==> config.mk <==
export PLATFORM = sky130hd
export DESIGN_NAME = bus_xbar_rr
export DESIGN_NICKNAME = d
export VERILOG_FILES = /design/src/rtl/bus_xbar_pkg.sv /design/src/rtl/bus_xbar_rr_rr_arbiter.sv /design/src/rtl/bus_xbar_rr.sv
export SDC_FILE = /design/constraint.sdc
export NUM_CORES = 1
export LEC_CHECK = 0
export ABC_AREA = 1
export BUFFER_PORTS_ARGS = -buffer_cell sky130_fd_sc_hd__buf_2
export CORE_AREA = 2 2 443 445
export CTS_BUF_LIST = sky130_fd_sc_hd__clkbuf_8
export DETAILED_ROUTE_END_ITERATION = 10
export DIE_AREA = 0 0 445 447
export PLACE_DENSITY_LB_ADDON = 0.3
export SLEW_MARGIN = 10
export SYNTH_ARGS = -nofsm -noshare
export SYNTH_HDL_FRONTEND = slang
export SYNTH_SLANG_ARGS = --single-unit
==> constraint.sdc <==
create_clock -name clk_i -period 3.3 [get_ports clk_i]
set_input_delay 0.33 -clock clk_i [delete_from_list [all_inputs] [get_ports clk_i]]
set_output_delay 0.33 -clock clk_i [all_outputs]
set_load 0.005 [all_outputs]
==> src/rtl/bus_xbar_pkg.sv <==
// Bus crossbar shared package.
// Index-width helpers and the default memory map.
package bus_xbar_pkg;

  function automatic int idx_w(input int n);
    return (n > 1) ? $clog2(n) : 1;
  endfunction

  function automatic int host_idx_w(input int nr_hosts);
    return idx_w(nr_hosts);
  endfunction

  // One extra code point is reserved for the decode-miss target.
  function automatic int dev_idx_w(input int nr_devices);
    return idx_w(nr_devices + 1);
  endfunction

  localparam logic [31:0] MEM_START    = 32'h0010_0000;
  localparam logic [31:0] MEM_MASK     = 32'hFFF0_0000;
  localparam logic [31:0] GPIO_START   = 32'h8000_0000;
  localparam logic [31:0] GPIO_MASK    = 32'hFFFF_F000;
  localparam logic [31:0] UART_START   = 32'h8000_1000;
  localparam logic [31:0] UART_MASK    = 32'hFFFF_F000;
  localparam logic [31:0] PERIPH_START = 32'h8000_0000;
  localparam logic [31:0] PERIPH_MASK  = 32'hF000_0000;

endpackage

==> src/rtl/bus_xbar_rr_rr_arbiter.sv <==
// Round-robin arbiter, one-hot grant.
// Priority starts just after the last accepted winner.
module rr_arbiter
  import bus_xbar_pkg::*;
#(
  parameter int N = 2
) (
  input  logic         clk_i,
  input  logic         rst_i,
  input  logic [N-1:0] req_i,
  input  logic         accept_i,
  output logic [N-1:0] gnt_o
);

  localparam int IW = idx_w(N);

  logic [IW-1:0] r_ptr;
  logic [IW-1:0] w_sel;
  logic [IW-1:0] w_idx;
  logic          w_found;

  // Scan requesters starting at the pointer, first hit wins
  always_comb begin
    gnt_o   = '0;
    w_sel   = '0;
    w_idx   = '0;
    w_found = 1'b0;
    for (int i = 0; i < N; i++) begin
      w_idx = IW'((int'(r_ptr) + i) % N);
      if (!w_found && req_i[w_idx]) begin
        w_found = 1'b1;
        w_sel   = w_idx;
      end
    end
    if (w_found) gnt_o[w_sel] = 1'b1;
  end

  // Advance pointer past the winner once the grant is taken
  always_ff @(posedge clk_i) begin
    if (rst_i) begin
      r_ptr <= '0;
    end else if (accept_i && w_found) begin
      r_ptr <= (w_sel == IW'(N - 1)) ? '0 : w_sel + 1'b1;
    end
  end

endmodule

==> src/rtl/bus_xbar_rr.sv <==
// Multi-host / multi-device bus crossbar.
// Zero-latency forwarding, in-order response routing.
module bus_xbar_rr
  import bus_xbar_pkg::*;
#(
  parameter int NrHosts        = 2,
  parameter int NrDevices      = 9,
  parameter int DataWidth      = 32,
  parameter int AddressWidth   = 32,
  parameter int MaxOutstanding = 2,
  parameter logic [NrDevices-1:0][AddressWidth-1:0] SLAVE_ADDR = '0,
  parameter logic [NrDevices-1:0][AddressWidth-1:0] SLAVE_MASK = '1
) (
  input  logic                                   clk_i,
  input  logic                                   rst_i,
  input  logic [NrHosts-1:0]                     host_req_i,
  output logic [NrHosts-1:0]                     host_gnt_o,
  input  logic [NrHosts-1:0]                     host_we_i,
  input  logic [NrHosts-1:0][AddressWidth-1:0]   host_addr_i,
  input  logic [NrHosts-1:0][DataWidth/8-1:0]    host_be_i,
  input  logic [NrHosts-1:0][DataWidth-1:0]      host_wdata_i,
  output logic [NrHosts-1:0]                     host_rvalid_o,
  output logic [NrHosts-1:0][DataWidth-1:0]      host_rdata_o,
  output logic [NrHosts-1:0]                     host_err_o,
  output logic [NrDevices-1:0]                   device_req_o,
  output logic [NrDevices-1:0][AddressWidth-1:0] device_addr_o,
  output logic [NrDevices-1:0]                   device_we_o,
  output logic [NrDevices-1:0][DataWidth/8-1:0]  device_be_o,
  output logic [NrDevices-1:0][DataWidth-1:0]    device_wdata_o,
  input  logic [NrDevices-1:0]                   device_rvalid_i,
  input  logic [NrDevices-1:0][DataWidth-1:0]    device_rdata_i,
  input  logic [NrDevices-1:0]                   device_err_i
);

  localparam int HW    = host_idx_w(NrHosts);
  localparam int TW    = dev_idx_w(NrDevices);
  localparam int CW    = idx_w(MaxOutstanding + 1);
  localparam int DEPTH = NrHosts * MaxOutstanding;
  localparam int PW    = idx_w(DEPTH);
  localparam int QW    = idx_w(DEPTH + 1);

  localparam logic [TW-1:0] ERR_T = TW'(NrDevices);
  localparam logic [CW-1:0] MAX_O = CW'(MaxOutstanding);
  localparam logic [QW-1:0] FULL  = QW'(DEPTH);

  logic [NrHosts-1:0][TW-1:0] w_dec;
  logic [NrHosts-1:0]         w_elig;
  logic [NrHosts-1:0]         w_err_gnt;
  logic [NrHosts-1:0]         w_arb_req [NrDevices];
  logic [NrHosts-1:0]         w_arb_gnt [NrDevices];
  logic [NrDevices-1:0]       w_dev_req;
  logic [NrDevices-1:0]       w_pop;
  logic [NrDevices-1:0][HW-1:0] w_push_h;
  logic [NrDevices-1:0][HW-1:0] w_head;

  logic [NrHosts-1:0][CW-1:0] r_outst;
  logic [NrHosts-1:0][TW-1:0] r_tgt;
  logic [NrHosts-1:0]         r_err_pend;
  logic [HW-1:0]              r_fifo [NrDevices][DEPTH];
  logic [NrDevices-1:0][PW-1:0] r_wp;
  logic [NrDevices-1:0][PW-1:0] r_rp;
  logic [NrDevices-1:0][QW-1:0] r_cnt;

  function automatic logic [PW-1:0] nxt(input logic [PW-1:0] p);
    return (p == PW'(DEPTH - 1)) ? '0 : p + 1'b1;
  endfunction

  // Address decode and per-host eligibility
  always_comb begin
    w_dec     = '0;
    w_elig    = '0;
    w_err_gnt = '0;
    for (int h = 0; h < NrHosts; h++) begin
      w_dec[h] = ERR_T;
      for (int d = NrDevices - 1; d >= 0; d--) begin
        if ((host_addr_i[h] & SLAVE_MASK[d]) == SLAVE_ADDR[d])
          w_dec[h] = TW'(d);
      end
      w_elig[h] = host_req_i[h] && !rst_i &&
                  (r_outst[h] < MAX_O) &&
                  (r_outst[h] == '0 || r_tgt[h] == w_dec[h]);
      w_err_gnt[h] = w_elig[h] && (w_dec[h] == ERR_T);
    end
  end

  // Per-device request vectors, blocked while the route FIFO is full
  always_comb begin
    for (int d = 0; d < NrDevices; d++) begin
      w_arb_req[d] = '0;
      for (int h = 0; h < NrHosts; h++) begin
        w_arb_req[d][h] = w_elig[h] && (w_dec[h] == TW'(d)) &&
                          (r_cnt[d] != FULL);
      end
    end
  end

  for (genvar d = 0; d < NrDevices; d++) begin : g_dev
    rr_arbiter #(.N(NrHosts)) u_arb (
      .clk_i    (clk_i),
      .rst_i    (rst_i),
      .req_i    (w_arb_req[d]),
      .accept_i (w_dev_req[d]),
      .gnt_o    (w_arb_gnt[d])
    );
  end

  // Forward the winning host's fields; idle devices see zeros
  always_comb begin
    host_gnt_o     = w_err_gnt;
    w_dev_req      = '0;
    w_push_h       = '0;
    device_addr_o  = '0;
    device_we_o    = '0;
    device_be_o    = '0;
    device_wdata_o = '0;
    for (int d = 0; d < NrDevices; d++) begin
      for (int h = 0; h < NrHosts; h++) begin
        if (w_arb_gnt[d][h]) begin
          host_gnt_o[h]     = 1'b1;
          w_dev_req[d]      = 1'b1;
          w_push_h[d]       = HW'(h);
          device_addr_o[d]  = host_addr_i[h];
          device_we_o[d]    = host_we_i[h];
          device_be_o[d]    = host_be_i[h];
          device_wdata_o[d] = host_wdata_i[h];
        end
      end
    end
  end

  assign device_req_o = w_dev_req;

  // Route responses back to the host at each FIFO head
  always_comb begin
    host_rvalid_o = '0;
    host_rdata_o  = '0;
    host_err_o    = '0;
    for (int d = 0; d < NrDevices; d++) begin
      w_pop[d]  = device_rvalid_i[d] && (r_cnt[d] != '0) && !rst_i;
      w_head[d] = r_fifo[d][r_rp[d]];
    end
    for (int h = 0; h < NrHosts; h++) begin
      if (r_err_pend[h] && !rst_i) begin
        host_rvalid_o[h] = 1'b1;
        host_err_o[h]    = 1'b1;
      end
      for (int d = 0; d < NrDevices; d++) begin
        if (w_pop[d] && w_head[d] == HW'(h)) begin
          host_rvalid_o[h] = 1'b1;
          host_rdata_o[h]  = device_rdata_i[d];
          host_err_o[h]    = device_err_i[d];
        end
      end
    end
  end

  // Per-host outstanding count, target and pending decode error
  always_ff @(posedge clk_i) begin
    if (rst_i) begin
      r_outst    <= '0;
      r_tgt      <= '0;
      r_err_pend <= '0;
    end else begin
      for (int h = 0; h < NrHosts; h++) begin
        r_err_pend[h] <= w_err_gnt[h];
        if (host_gnt_o[h] && !host_rvalid_o[h])
          r_outst[h] <= r_outst[h] + 1'b1;
        else if (!host_gnt_o[h] && host_rvalid_o[h])
          r_outst[h] <= r_outst[h] - 1'b1;
        if (host_gnt_o[h] && r_outst[h] == '0)
          r_tgt[h] <= w_dec[h];
      end
    end
  end

  // Route FIFO pointers and occupancy
  always_ff @(posedge clk_i) begin
    if (rst_i) begin
      r_wp  <= '0;
      r_rp  <= '0;
      r_cnt <= '0;
    end else begin
      for (int d = 0; d < NrDevices; d++) begin
        if (w_dev_req[d]) r_wp[d] <= nxt(r_wp[d]);
        if (w_pop[d])     r_rp[d] <= nxt(r_rp[d]);
        if (w_dev_req[d] && !w_pop[d])
          r_cnt[d] <= r_cnt[d] + 1'b1;
        else if (!w_dev_req[d] && w_pop[d])
          r_cnt[d] <= r_cnt[d] - 1'b1;
      end
    end
  end

  // Route FIFO storage: host index of each accepted request
  always_ff @(posedge clk_i) begin
    for (int d = 0; d < NrDevices; d++) begin
      if (w_dev_req[d]) r_fifo[d][r_wp[d]] <= w_push_h[d];
    end
  end

endmodule

==> reports/metrics.cfg <==
[critical_path]
crit_start = host_addr_i[34]
reg2reg_to = r_outst[1]
reg2reg_from = r_cnt[1]
worstPathArrival_ns = 2.63
r2r_slack_ns = 0.97
path_class = in2out
critPathCaptureType = output pin
crit_required_ns = 2.97
reg2reg_depth = 10
cp-start-kind = input pin
critical_path.max_fanout = 25

[final_layout]
area_growth_pct = 38.0
fin_util = 0.0478
final_cell_mix = conb_1 (592), buf_2 (264), nor2_1 (124)
drive_above_1_share = 0.238
layout_commonest_cell = conb_1
fill_cells = 23200
nets = 1758

[timing]
maxSlewHeadroom = 0.670
hold_viol_final = 0
worstMarginPinSlew_ns = 0.491
finalSetupViolations = 0
skew_ns = 0.00662
drv_slew = 0
tns_ns = 0
fmax_ghz = 0.337
fin_ws_ns = 0.337
post-route-min-period_ns = 2.96
rsz0062_at_grt = no
timing.final.crit_share = 0.898

[clock_network]
cts_tree = built
cts_buffer_depth = 2
cts_root_buffer = clkbuf_8
clk_pin_slew_ns = 0.08
htreeDepth = 1
clock-sinks = 20
postCtsSetupBuffers = 0
cts_buffers = 3
clock_latency_ns = 0.26

[placement]
place_ws_ns = 0.0718
detailed_place_hpwl_mm = 40.9
gp_congestion = 0.705
numPortBuffers = 283

[power]
p_total_uw = 918
power_leakage_uw = 0.00450
vdd_drop_max_mv = 0.126
powerDensity_nw_per_um2 = 98.8

[detailed_routing]
first_iter_violations = 85
viasPerCell = 1.36
postRouteAntennaNets = 0
drc_errors = 0
drtPass1Iterations = 4
finalWirelength_mm = 42.2
wl_per_cell_um = 11.0
route.vias.total = 5240

[hold_path]
hold_depth = 2
hp-start = rst_i
hold_path_class = in2reg
whs_endpoint = r_outst[3]

[die]
pin_count = 1148
core_um2 = 194000
die_h_um = 447
die_x_um = 445
start_util = 0.0347
die-area_um2 = 199000
rows = 162

[job]
cap_viol_max_count = 0

[synthesis]
yosys_register_bits = 20
synth_top_cell_area_share = 0.663
yosys_warnings = 0
syn_area_um2 = 6730
synth_area_per_cell_um2 = 6.63
yosysSeqAreaShare = 0.0654
synth_top_cell_by_area = buf_4
synth_area_leaders = buf_4 (66%), nor2_1 (6.9%), nand2_1 (5.8%)
synth_cell_types = 28
synthesis.instances = 1015

[global_routing]
grt_usage = 0.0389
antenna_found_initial = 40
grt_pass1_vias = 3762
grt_pass1_wl_mm = 46.5
grt_max_degree = 33
grt_overflow = 0

[outcome]
status = finished, final reports clean

==> metrics by stage <==
step | cells | hold slack [ns] | cell area [um2]
detailed placement | 3838 | 0.485 | 9180
global route | 3843 | 0.359 | 9280
floorplan | 1606 | 0.402 | 8950
finish | 3849 | 0.350 | 9290
global placement | 3838 | 0.481 | 9180
CTS | 3842 | 0.343 | 9220
==> cells by family (layout without fill, tap and decap cells) <==
kind of cell,count (synthesis),in the layout,share of synthesized area
compound gates,39,39,0.0338
xor+xnor,2,2,0.00260
fa+ha+maj,9,9,0.0178
buf+inv,675,369,0.722
flops,20,20,0.0654
other cells,1,599,0.000557
simple gates,269,269,0.158
==> worst max path at each step <==
| stage | endpoint | slack [ns] | cells after the start |
|---|---|---|---|
| 2_1_floorplan | r_cnt[2] | 0.96 | 15 |
| 3_3_place_gp | device_wdata_o[27] | 0.12 | 15 |
| 3_5_place_dp | device_wdata_o[27] | 0.07 | 15 |
| 4_1_cts | device_wdata_o[27] | 0.07 | 15 |
| 5_1_grt | device_wdata_o[27] | 0.07 | 15 |
| 6_report | device_wdata_o[27] | 0.34 | 15 |
==> registers in the layout, indices dropped and copies added, names as in the netlist <==
register,count
r_outst,4
r_tgt,2
g_dev.u_arb.r_ptr,1
r_err_pend,2
r_rp,2
r_cnt,3
r_wp,2
r_fifo,4
==> synthesized netlist by cell type <==
cell and instances:
ha_1 8, a21oi_1 15, o31ai_1 1, o21ai_0 14, o22ai_1 1, o21ai_2 1, a31oi_1 1, nand2_1 104
o2111ai_1 1, xor2_1 2, nor2_1 124, buf_6 2, nor2_2 1, inv_2 1, o211ai_1 2, conb_1 1
o2111ai_2 1, clkbuf_1 4, buf_8 3, buf_4 594, inv_1 62, nand3_1 40, a211oi_1 2, fa_1 1
buf_2 5, edfxtp_1 4, clkbuf_8 4, dfxtp_1 16
==> power by group <==
part / total (uW) / internal, uW / switching (uW) / leakage [uW]
clock network: 170 / 83.0 / 87.4 / 0.0000232
logic: 450 / 136 / 314 / 0.00431
registers: 297 / 277 / 19.5 / 0.000163
total: 918 / 497 / 421 / 0.00450
==> cell type report <==
type	count	area [um2]	area share
timing repair buffer	302	1710	0.184
clock buffer	3	41.3	0.00444
sequential	20	440	0.0474
multi-input combinational	911	3660	0.394
inverter	63	236	0.0255
tap	2542	3180	0.342
clock inverter	1	3.75	0.000404
antenna	7	17.5	0.00189
==> worst max-delay path, stage by stage <==
cell       delay [ns]
buf_2            0.09
nor2_1           0.22
nand2_1          0.08
nor2_1           0.14
nand2_1          0.06
nor2_1           0.20
o2111ai_1        0.23
inv_1            0.15
o21ai_4          0.08
buf_12           0.15
inv_2            0.09
buf_6            0.23
nand2_1          0.11
nand2_1          0.09
clkbuf_4         0.32
==> metal layers <==
layer  global-route usage  routed length (um)  part of all wire  up-vias
met2               0.0499               15600              0.37      540
met1               0.0389               13300              0.32     2183
met5                    0                  62            0.0015        -
met4              0.00872                 943             0.022       10
met3               0.0479               12200              0.29       52
li1                     -                   -                 -     2455
==> what timing repair did <==
item                       4_1_cts  5_1_grt
setup endpoints to repair        0       19
gates resized for setup          0       20
hold buffers                     0        0
hold endpoints to repair         0        0
Power figures use the tool's default switching activity.
